==> src/rtl/risc32_if_stage_pkg.sv <==
// Shared definitions for the risc32 instruction-fetch stage: bus widths,
// chip-enable levels, the bubble word, the sequential fetch step and the
// encodings used by the FSM, the PC mux and the IF/ID register.
package risc32_if_stage_pkg;

    // Instruction address and instruction word widths
    localparam int INST_ADDR_W = 32;
    localparam int INST_W      = 32;

    // ROM chip-enable levels
    localparam logic CHIP_EN  = 1'b1;
    localparam logic CHIP_DIS = 1'b0;

    // All-zero word; a bubble in IF/ID is simply this word with valid low
    localparam logic [31:0]       WORD_ZERO   = 32'h0000_0000;
    localparam logic [INST_W-1:0] BUBBLE_INST = WORD_ZERO;

    // Byte increment between sequential fetches
    localparam logic [INST_ADDR_W-1:0] PC_STEP_BYTES = 32'd4;

    // Fetch FSM states
    typedef enum logic [1:0] {
        S_IDLE = 2'd0,
        S_RUN  = 2'd1,
        S_HALT = 2'd2
    } if_state_t;

    // Source selection for the next PC
    typedef enum logic [1:0] {
        PC_HOLD   = 2'd0,
        PC_SEQ    = 2'd1,
        PC_BRANCH = 2'd2,
        PC_FLUSH  = 2'd3
    } pc_sel_t;

    // What the IF/ID register does on the next edge
    typedef enum logic [1:0] {
        IFID_HOLD   = 2'd0,
        IFID_LOAD   = 2'd1,
        IFID_BUBBLE = 2'd2
    } ifid_op_t;

    // Instructions are word aligned; anything with low bits set is illegal
    function automatic logic word_aligned(input logic [INST_ADDR_W-1:0] addr);
        return (addr[1:0] == 2'b00);
    endfunction

endpackage

==> src/rtl/risc32_pc_reg.sv <==
// Program counter for the fetch stage: holds the PC, selects the next PC
// from hold / sequential / branch / flush sources and reports whether the
// branch or flush target is misaligned. A misaligned target is never loaded,
// even if selected, so the PC always stays word aligned.
module risc32_pc_reg
    import risc32_if_stage_pkg::*;
#(
    parameter logic [INST_ADDR_W-1:0] RESET_PC = 32'h0000_0000,
    parameter logic [INST_ADDR_W-1:0] PC_STEP  = PC_STEP_BYTES
) (
    input  logic                   clk,
    input  logic                   rst_n,
    input  pc_sel_t                pc_sel,
    input  logic [INST_ADDR_W-1:0] branch_target,
    input  logic [INST_ADDR_W-1:0] flush_target,
    output logic [INST_ADDR_W-1:0] pc,
    output logic                   branch_misaligned,
    output logic                   flush_misaligned
);

    logic [INST_ADDR_W-1:0] next_pc;

    // Alignment checks on both redirect targets
    always_comb begin
        branch_misaligned = !word_aligned(branch_target);
        flush_misaligned  = !word_aligned(flush_target);
    end

    // Next-PC mux; sequential fetch wraps naturally at the top of memory
    always_comb begin
        next_pc = pc;
        case (pc_sel)
            PC_HOLD:   next_pc = pc;
            PC_SEQ:    next_pc = pc + PC_STEP;
            PC_BRANCH: next_pc = branch_misaligned ? pc : branch_target;
            PC_FLUSH:  next_pc = flush_misaligned ? pc : flush_target;
            default:   next_pc = pc;
        endcase
    end

    // PC register with asynchronous reset to the boot address
    always_ff @(posedge clk or negedge rst_n) begin
        if (!rst_n) begin
            pc <= RESET_PC;
        end else begin
            pc <= next_pc;
        end
    end

endmodule

==> src/rtl/risc32_if_stage.sv <==
// Instruction-fetch stage of the risc32 pipeline. Drives the ROM enable and
// address from the PC, captures the ROM's combinational output into IF/ID,
// and handles stall, delayed branch, flush, halt and misaligned targets.
module risc32_if_stage
    import risc32_if_stage_pkg::*;
#(
    parameter logic [INST_ADDR_W-1:0] RESET_PC = 32'h0000_0000,
    parameter logic [INST_ADDR_W-1:0] PC_STEP  = PC_STEP_BYTES
) (
    input  logic                   clk_i,
    input  logic                   rst_n_i,
    input  logic                   stall_i,
    input  logic                   branch_flag_i,
    input  logic [INST_ADDR_W-1:0] branch_target_i,
    input  logic                   flush_i,
    input  logic [INST_ADDR_W-1:0] flush_target_i,
    input  logic                   halt_i,
    input  logic [INST_W-1:0]      inst_i,
    output logic                   rom_ce_o,
    output logic [INST_ADDR_W-1:0] rom_addr_o,
    output logic [INST_ADDR_W-1:0] id_pc_o,
    output logic [INST_W-1:0]      id_inst_o,
    output logic                   id_valid_o,
    output logic                   fetch_err_o
);

    if_state_t              state;
    if_state_t              next_state;
    pc_sel_t                pc_sel;
    ifid_op_t               ifid_op;
    logic                   set_err;
    logic [INST_ADDR_W-1:0] pc;
    logic                   branch_misaligned;
    logic                   flush_misaligned;

    risc32_pc_reg #(
        .RESET_PC (RESET_PC),
        .PC_STEP  (PC_STEP)
    ) u_pc_reg (
        .clk               (clk_i),
        .rst_n             (rst_n_i),
        .pc_sel            (pc_sel),
        .branch_target     (branch_target_i),
        .flush_target      (flush_target_i),
        .pc                (pc),
        .branch_misaligned (branch_misaligned),
        .flush_misaligned  (flush_misaligned)
    );

    assign rom_addr_o = pc;

    // Next-state and control decode: flush first, then halt, stall, branch, sequential
    always_comb begin
        next_state = state;
        pc_sel     = PC_HOLD;
        ifid_op    = IFID_HOLD;
        set_err    = 1'b0;

        if (flush_i) begin
            ifid_op = IFID_BUBBLE;
            if (flush_misaligned) begin
                set_err    = 1'b1;
                next_state = S_HALT;
            end else begin
                pc_sel     = PC_FLUSH;
                next_state = S_RUN;
            end
        end else begin
            case (state)
                S_IDLE: begin
                    next_state = S_RUN;
                end
                S_RUN: begin
                    if (halt_i) begin
                        next_state = S_HALT;
                        ifid_op    = IFID_BUBBLE;
                    end else if (stall_i) begin
                        // ID keeps presenting the branch, so nothing moves here
                        ifid_op = IFID_HOLD;
                    end else if (branch_flag_i) begin
                        if (branch_misaligned) begin
                            set_err    = 1'b1;
                            next_state = S_HALT;
                            ifid_op    = IFID_BUBBLE;
                        end else begin
                            // The delay-slot instruction is captured, never squashed
                            ifid_op = IFID_LOAD;
                            pc_sel  = PC_BRANCH;
                        end
                    end else begin
                        ifid_op = IFID_LOAD;
                        pc_sel  = PC_SEQ;
                    end
                end
                S_HALT: begin
                    ifid_op = IFID_BUBBLE;
                end
                default: begin
                    next_state = S_IDLE;
                end
            endcase
        end
    end

    // State register and registered ROM chip enable (enabled only while running)
    always_ff @(posedge clk_i or negedge rst_n_i) begin
        if (!rst_n_i) begin
            state    <= S_IDLE;
            rom_ce_o <= CHIP_DIS;
        end else begin
            state    <= next_state;
            rom_ce_o <= (next_state == S_RUN) ? CHIP_EN : CHIP_DIS;
        end
    end

    // IF/ID pipeline register: load the fetched word, insert a bubble, or hold
    always_ff @(posedge clk_i or negedge rst_n_i) begin
        if (!rst_n_i) begin
            id_pc_o    <= WORD_ZERO;
            id_inst_o  <= BUBBLE_INST;
            id_valid_o <= 1'b0;
        end else begin
            case (ifid_op)
                IFID_LOAD: begin
                    id_pc_o    <= pc;
                    id_inst_o  <= inst_i;
                    id_valid_o <= 1'b1;
                end
                IFID_BUBBLE: begin
                    id_pc_o    <= WORD_ZERO;
                    id_inst_o  <= BUBBLE_INST;
                    id_valid_o <= 1'b0;
                end
                default: begin
                    id_pc_o    <= id_pc_o;
                    id_inst_o  <= id_inst_o;
                    id_valid_o <= id_valid_o;
                end
            endcase
        end
    end

    // Sticky misaligned-target flag, cleared only by reset
    always_ff @(posedge clk_i or negedge rst_n_i) begin
        if (!rst_n_i) begin
            fetch_err_o <= 1'b0;
        end else if (set_err) begin
            fetch_err_o <= 1'b1;
        end
    end

endmodule

==> config.mk <==
export PLATFORM = sky130hd
export DESIGN_NAME = risc32_if_stage
export DESIGN_NICKNAME = d
export VERILOG_FILES = /design/src/rtl/risc32_if_stage_pkg.sv /design/src/rtl/risc32_pc_reg.sv /design/src/rtl/risc32_if_stage.sv
export SDC_FILE = /design/constraint.sdc
export NUM_CORES = 1
export LEC_CHECK = 0
export ABC_AREA = 0
export ABC_CLOCK_PERIOD_IN_PS = 4300
export BUFFER_PORTS_ARGS = -buffer_cell sky130_fd_sc_hd__buf_2
export CAP_MARGIN = 20
export CORE_MARGIN = 2
export CORE_UTILIZATION = 50
export CTS_BUF_LIST = sky130_fd_sc_hd__clkbuf_4 sky130_fd_sc_hd__clkbuf_8 sky130_fd_sc_hd__clkbuf_16
export DETAILED_ROUTE_END_ITERATION = 10
export HOLD_SLACK_MARGIN = 0.03
export PLACE_DENSITY = 0.88
export SLEW_MARGIN = 10
export SYNTH_ARGS = -nofsm -noshare
export SYNTH_HDL_FRONTEND = slang
export SYNTH_SLANG_ARGS = --single-unit
==> constraint.sdc <==
create_clock -name clk_i -period 4.3 [get_ports clk_i]
set_input_delay 0.86 -clock clk_i [delete_from_list [all_inputs] [get_ports clk_i]]
set_output_delay 0.86 -clock clk_i [all_outputs]
set_load 0.01 [all_outputs]
==> impl_metrics.tcl, run 1 <==
set metrics [dict create \
    routed_wl_um 14600 \
    design.die.area_mm2 0.0112 \
    power_density_mw_per_mm2 451 \
    rsz0062_at_grt "false" \
    startpoint "branch_target_i[0]" \
    post_cts.repair.setup_buffers 0 \
    start_util_pct 50.9 \
    die_y_um 106 \
    ir_worst_vdd_mv 0.190 \
    drive_gt1_share_pct 32.4 \
    tns_ps 0 \
    fin_cells 874 \
    antenna_found_initial 0 \
    clk_latency_ps 380 \
    r2r_slack_ps 1520 \
    cts.repair.resized 0 \
    core_mm2 0.0102 \
    worst_clock_skew_ps 13.1 \
    ys_seq_area_share_pct 48.8 \
    hpwl_um 10200 \
    p_leak_nw 3.04 \
    synth_fa_ha_area_share_pct 1.45 \
    synth_compound_gate_area_share_pct 21.9 \
    critical_path_class "input port to flip-flop" \
    status "finished, final reports clean" \
    avgSynthCellArea_um2 9.30 \
    critical_path_arrival_ps 3230 \
    htree_levels 3 \
    synth_cell_type_count 57 \
    cp.required_ps 4550 \
    r2r_end "id_pc_o[9]$_DFFE_PN0P_" \
    ios 201 \
    dp.cells 857 \
    synth-edff-count 0 \
    overflow 0 \
    clockBufferDepth 2 \
    synth_top_flop_cell "dfrtp_1" \
    place.gp.congestion 0.851 \
    slew_viol_final 0 \
    grt_pass1_wl_um 23500 \
    rows 37 \
    critPathCapture "id_pc_o[9]$_DFFE_PN0P_" \
    final_nets 841 \
    antennaDiodeCount 0 \
    synth_top_family_by_area "simple AND/OR/NAND/NOR gates" \
    numPortBuffers 200 \
    min_period_ps 2980 \
    drc 0 \
    synth-simple-area-share_pct 23.1 \
    cts_buffers 9 \
    end_kind "flip-flop" \
    slew_headroom_pct 34.6 \
    yosys_warnings 0 \
    wl_per_cell_um 16.7 \
    critPathLaunchType "input port" \
    die_w_um 106 \
    path_clk_slew_ps 100 \
    setup_viol 0 \
    tightest_slew_ps 982 \
    synthXorXnorAreaFrac_pct 0 \
    synthArstFlopShare_pct 100 \
    numClockSinks 101 \
    ff2ff_path_depth 7 \
    drt_iter0_drc 457 \
    fin_crit_sh_pct 69.2 \
    syn2layout_area_growth_pct 25.1 \
    rr_startpoint "state[1]$_DFF_PN0_" \
    vias 5036 \
    ys_ff_latch 101 \
    cts_tree "yes" \
    hold_violations 0 \
    clockRootBuffer "clkbuf_8" \
    grt_max_degree 86 \
    grt.total_usage_pct 26.2 \
    synth_mux_area_share_pct 0.217 \
    max_cap_violations 0 \
    ctsHoldBuffers 0 \
    synth_nets 665 \
    grt_pass1_vias 4851 \
    postRouteAntennaNets 0 \
    dr.pass1.iters 5 \
    syn_inst 557 \
    clock.fmax_mhz 336 \
    syn_area_mm2 0.00518 \
    via_per_inst 5.76 \
    hold_class "input port to asynchronous set/reset pin" \
    critical_path_peak_fanout 69 \
]
==> synthesized netlist by cell type, drive strengths merged, types with 4 or more instances <==
library cell | instances | area (um^2)
dfrtp | 101 | 2530
o21ai | 94 | 470
nand2 | 82 | 313
nand2b | 63 | 394
clkbuf | 32 | 150
nand3 | 22 | 115
a22oi | 16 | 120
a21oi | 12 | 60.1
nor2 | 10 | 37.5
a221oi | 9 | 78.8
a31oi | 9 | 56.3
buf | 9 | 52.6
inv | 9 | 33.8
o311ai | 7 | 61.3
ha | 6 | 75.1
nand4 | 6 | 58.8
a22o | 5 | 43.8
and2 | 5 | 31.3
nor4 | 5 | 61.3
o31a | 5 | 43.8
a21o | 4 | 30.0
a41oi | 4 | 35.0
and3 | 4 | 26.3
o22ai | 4 | 25.0
==> metal layers <==
layer / track usage (%) / wire, um
met4: 7.89 / 153
met2: 43.3 / 7280
met5: 0 / 0
met1: 35.0 / 6100
met3: 5.26 / 1090
==> registers in the layout, indices dropped and copies added, names as in the netlist <==
| signal | cells |
|---|---|
| id_pc_o | 32 |
| rom_ce_o | 1 |
| state | 2 |
| fetch_err_o | 1 |
| id_valid_o | 1 |
| u_pc_reg.pc | 32 |
| id_inst_o | 32 |
==> stage by stage <==
stage | area, um^2 | setup slack [ps] | utilization (%) | power (mW) | hold slack, ps
finish | 6480 | 1320 | 63.6 | 2.92 | 383
global route | 6480 | 1180 | 63.6 | 3.10 | 393
CTS | 6450 | 1410 | 63.3 | 2.93 | 494
detailed placement | 6230 | 1020 | 61.1 | 2.25 | 469
global placement | 6230 | 1190 | 61.1 | 2.20 | 458
floorplan | 5180 | 1610 | - | 1.83 | 508
==> power by group <==
group          internal, mW  switching, mW  total (mW)
Combinational         0.366          0.508       0.874
Sequential             1.15          0.214        1.37
Clock                 0.340          0.341       0.680
Total                  1.86           1.06        2.92
==> how the worst min path moves through the flow <==
| stage | end | startpoint |
|---|---|---|
| global placement | fetch_err_o$_DFFE_PN0P_ | fetch_err_o$_DFFE_PN0P_ |
| finish | id_inst_o[22]$_DFFE_PN0P_ | rst_n_i |
| CTS | id_pc_o[30]$_DFFE_PN0P_ | id_pc_o[30]$_DFFE_PN0P_ |
| detailed placement | id_pc_o[30]$_DFFE_PN0P_ | id_pc_o[30]$_DFFE_PN0P_ |
| global route | id_pc_o[30]$_DFFE_PN0P_ | rst_n_i |
| floorplan | fetch_err_o$_DFFE_PN0P_ | fetch_err_o$_DFFE_PN0P_ |
==> layout by cell type (no fill, tap or decap), types with 3 or more instances in the layout <==
cell type	instances
nor3_1	3
o31ai_1	3
nor2_1	10
a221oi_1	9
a21o_1	4
nand2_1	80
nand3_1	21
ha_1	5
a31oi_1	9
o31a_1	5
inv_1	9
o22ai_1	4
and2_1	5
a22oi_1	16
o311ai_0	5
nand2b_1	63
buf_2	199
a41oi_1	4
buf_4	5
dfrtp_1	101
o21ai_0	94
nor4_1	3
clkbuf_8	9
and3_1	3
a21oi_1	10
nand4_1	4
a22o_1	5
or4_1	3
==> critical path, cell delays in order <==
cell      delay (ps)
buf_2            100
o21ai_0          410
or2_2            220
a21boi_0         130
o21ai_0          200
nand2_1          120
ha_4             660
buf_12           300
o21ai_0          140
==> final cells by class <==
cell class,count,area (um^2)
Inverter,9,33.8
Fill cell,831,3710
Multi-Input combinational cell,406,2440
Timing Repair Buffer,206,1080
Sequential cell,101,2530
Clock inverter,6,93.8
Clock buffer,10,131
Tap cell,136,170
==> cells by family (layout without fill, tap and decap cells) <==
| kind of cell | after synthesis | in the layout |
|---|---|---|
| AND/OR/NAND/NOR | 217 | 217 |
| flip-flops | 101 | 101 |
| buffers and inverters | 50 | 231 |
| AO/OA/AOI/OAI | 182 | 182 |
| multiplexers | 1 | 1 |
| adder cells (fa/ha/maj) | 6 | 6 |
No activity file was read; power rests on OpenSTA's default activity.
==> run 2: changes to the inputs <==
- ABC_CLOCK_PERIOD_IN_PS: 4300 -> 3100
- CORE_UTILIZATION: 50 -> 49
- PLACE_DENSITY: 0.88 -> 0.86
- clock period: 4.3 -> 3.1 ns (I/O delays scaled with it)
==> impl_metrics.tcl, run 2 (synthesis results as in run 1) <==
set metrics [dict create \
    cpPeakStageDelay_ps 490 \
    cts.repair.resized 0 \
    clock.fmax_mhz 416 \
    largestRegisters "id_inst_o (32), id_pc_o (32), u_pc_reg.pc (32)" \
    power_density_mw_per_mm2 610 \
    rr_startpoint "state[1]$_DFF_PN0_" \
    via_per_inst 5.67 \
    start_util_pct 50.4 \
    hpwl_um 10500 \
    worst_clock_skew_ps 6.46 \
    p_leak_nw 3.06 \
    ir_worst_vdd_mv 0.311 \
    clockBufferDepth 2 \
    cts_tree "yes" \
    path_cells "inv_1, ha_1, nor4b_4, nand3_1, ha_4, buf_12, o21ai_0" \
    setup_viol 0 \
    min_period_ps 2410 \
    r2r_end "id_inst_o[19]$_DFFE_PN0P_" \
    cts_buffers 9 \
    ff2ff_path_depth 7 \
    vias 4998 \
    overflow 0 \
    fin_ws_ps 694 \
    wl_per_cell_um 16.5 \
    grt.total_usage_pct 25.6 \
    numPortBuffers 200 \
    hold_violations 0 \
    syn2layout_area_growth_pct 25.5 \
    die_y_um 107 \
    critical_path_arrival_ps 2640 \
    fin_crit_sh_pct 77.6 \
    ctsHoldBuffers 0 \
    hold_class "input port to asynchronous set/reset pin" \
    rsz0062_at_grt "false" \
    numClockSinks 101 \
    cp.required_ps 3330 \
    r2r_slack_ps 690 \
    routed_wl_um 14600 \
    tns_ps 0 \
    htree_levels 3 \
    status "finished, final reports clean" \
    slew_headroom_pct 48.5 \
    critPathLaunchType "flip-flop" \
    place.gp.congestion 0.844 \
    slowest_stage "nor4b_4" \
    final_nets 847 \
    end_kind "flip-flop" \
    cp_top_family "simple AND/OR/NAND/NOR gates" \
    place_ws_ps 421 \
    ios 201 \
    slew_viol_final 0 \
    clockRootBuffer "clkbuf_8" \
    final_common_cell "buf_2" \
    core_mm2 0.0103 \
    dr.pass1.iters 6 \
    path_clk_slew_ps 100 \
    antenna_found_initial 1 \
    rows 37 \
    grt_max_degree 75 \
    tightest_slew_ps 772 \
    postRouteAntennaNets 0 \
    drt_iter0_drc 549 \
    cp_num_buf_inv 2 \
    critical_path_peak_fanout 74 \
    max_cap_violations 0 \
    drc 0 \
    final_cell_mix "buf_2, dfrtp_1, o21ai_0" \
    grt_pass1_vias 4912 \
    drive_gt1_share_pct 32.8 \
    design.die.area_mm2 0.0114 \
    critical_path_class "flip-flop to flip-flop" \
    grt_pass1_wl_um 23300 \
    clk_latency_ps 360 \
    post_cts.repair.setup_buffers 0 \
    die_w_um 107 \
]
## run 2: cell count changes in the layout (fill, tap and decap cells not counted), sizes merged
cell    before  now
clkbuf      10   13
bufinv       2    1
diode        0    1
buf        206  212
inv         11    9
## run 2: cell type report
class,count,area (um^2)
diodes,1,2.50
clock buffers,13,154
clock inverters,3,46.3
fillers,887,3770
inverters,9,33.8
multi-input cells,406,2440
flip-flops and latches,101,2530
well taps,136,170
repair buffers,212,1130
## run 2: how the worst max path moves through the flow
stage | from | end | slack (ps) | cells past startpoint
finish | state[1]$_DFF_PN0_ | id_inst_o[19]$_DFFE_PN0P_ | 690 | 7
global route | state[1]$_DFF_PN0_ | id_pc_o[13]$_DFFE_PN0P_ | 530 | 7
CTS | state[1]$_DFF_PN0_ | id_pc_o[28]$_DFFE_PN0P_ | 720 | 7
detailed placement | branch_flag_i | id_inst_o[28]$_DFFE_PN0P_ | 420 | 9
global placement | branch_flag_i | id_inst_o[28]$_DFFE_PN0P_ | 550 | 9
floorplan | branch_target_i[0] | id_inst_o[0]$_DFFE_PN0P_ | 650 | 9
## run 2: power by group
part	switching (mW)	leakage, nW	internal (mW)
combinational	0.705	1.67	0.516
sequential	0.290	1.29	1.60
clock	0.445	0.102	0.412
total	1.44	3.06	2.53
## run 2: per-layer routing
| metal | track usage [%] | vias up | share of wire [%] |
|---|---|---|---|
| li1 | - | 2367 | - |
| met1 | 34.0 | 2359 | 42 |
| met2 | 41.3 | 249 | 48 |
| met3 | 4.26 | 23 | 8.1 |
| met4 | 11.4 | 0 | 1.8 |
| met5 | 0 | - | 0 |
## run 2: metrics by stage
stage / hold slack, ps / total power [mW] / instance area [um^2] / util [%] / cells
3_5_place_dp: 468 / 3.14 / 6300 / 61.3 / 864
5_1_grt: 243 / 4.23 / 6500 / 63.3 / 881
2_1_floorplan: 324 / 2.54 / 5180 / - / 557
4_1_cts: 220 / 4.00 / 6500 / 63.2 / 880
3_3_place_gp: 456 / 3.08 / 6300 / 61.3 / 864
6_report: 213 / 3.97 / 6500 / 63.3 / 881
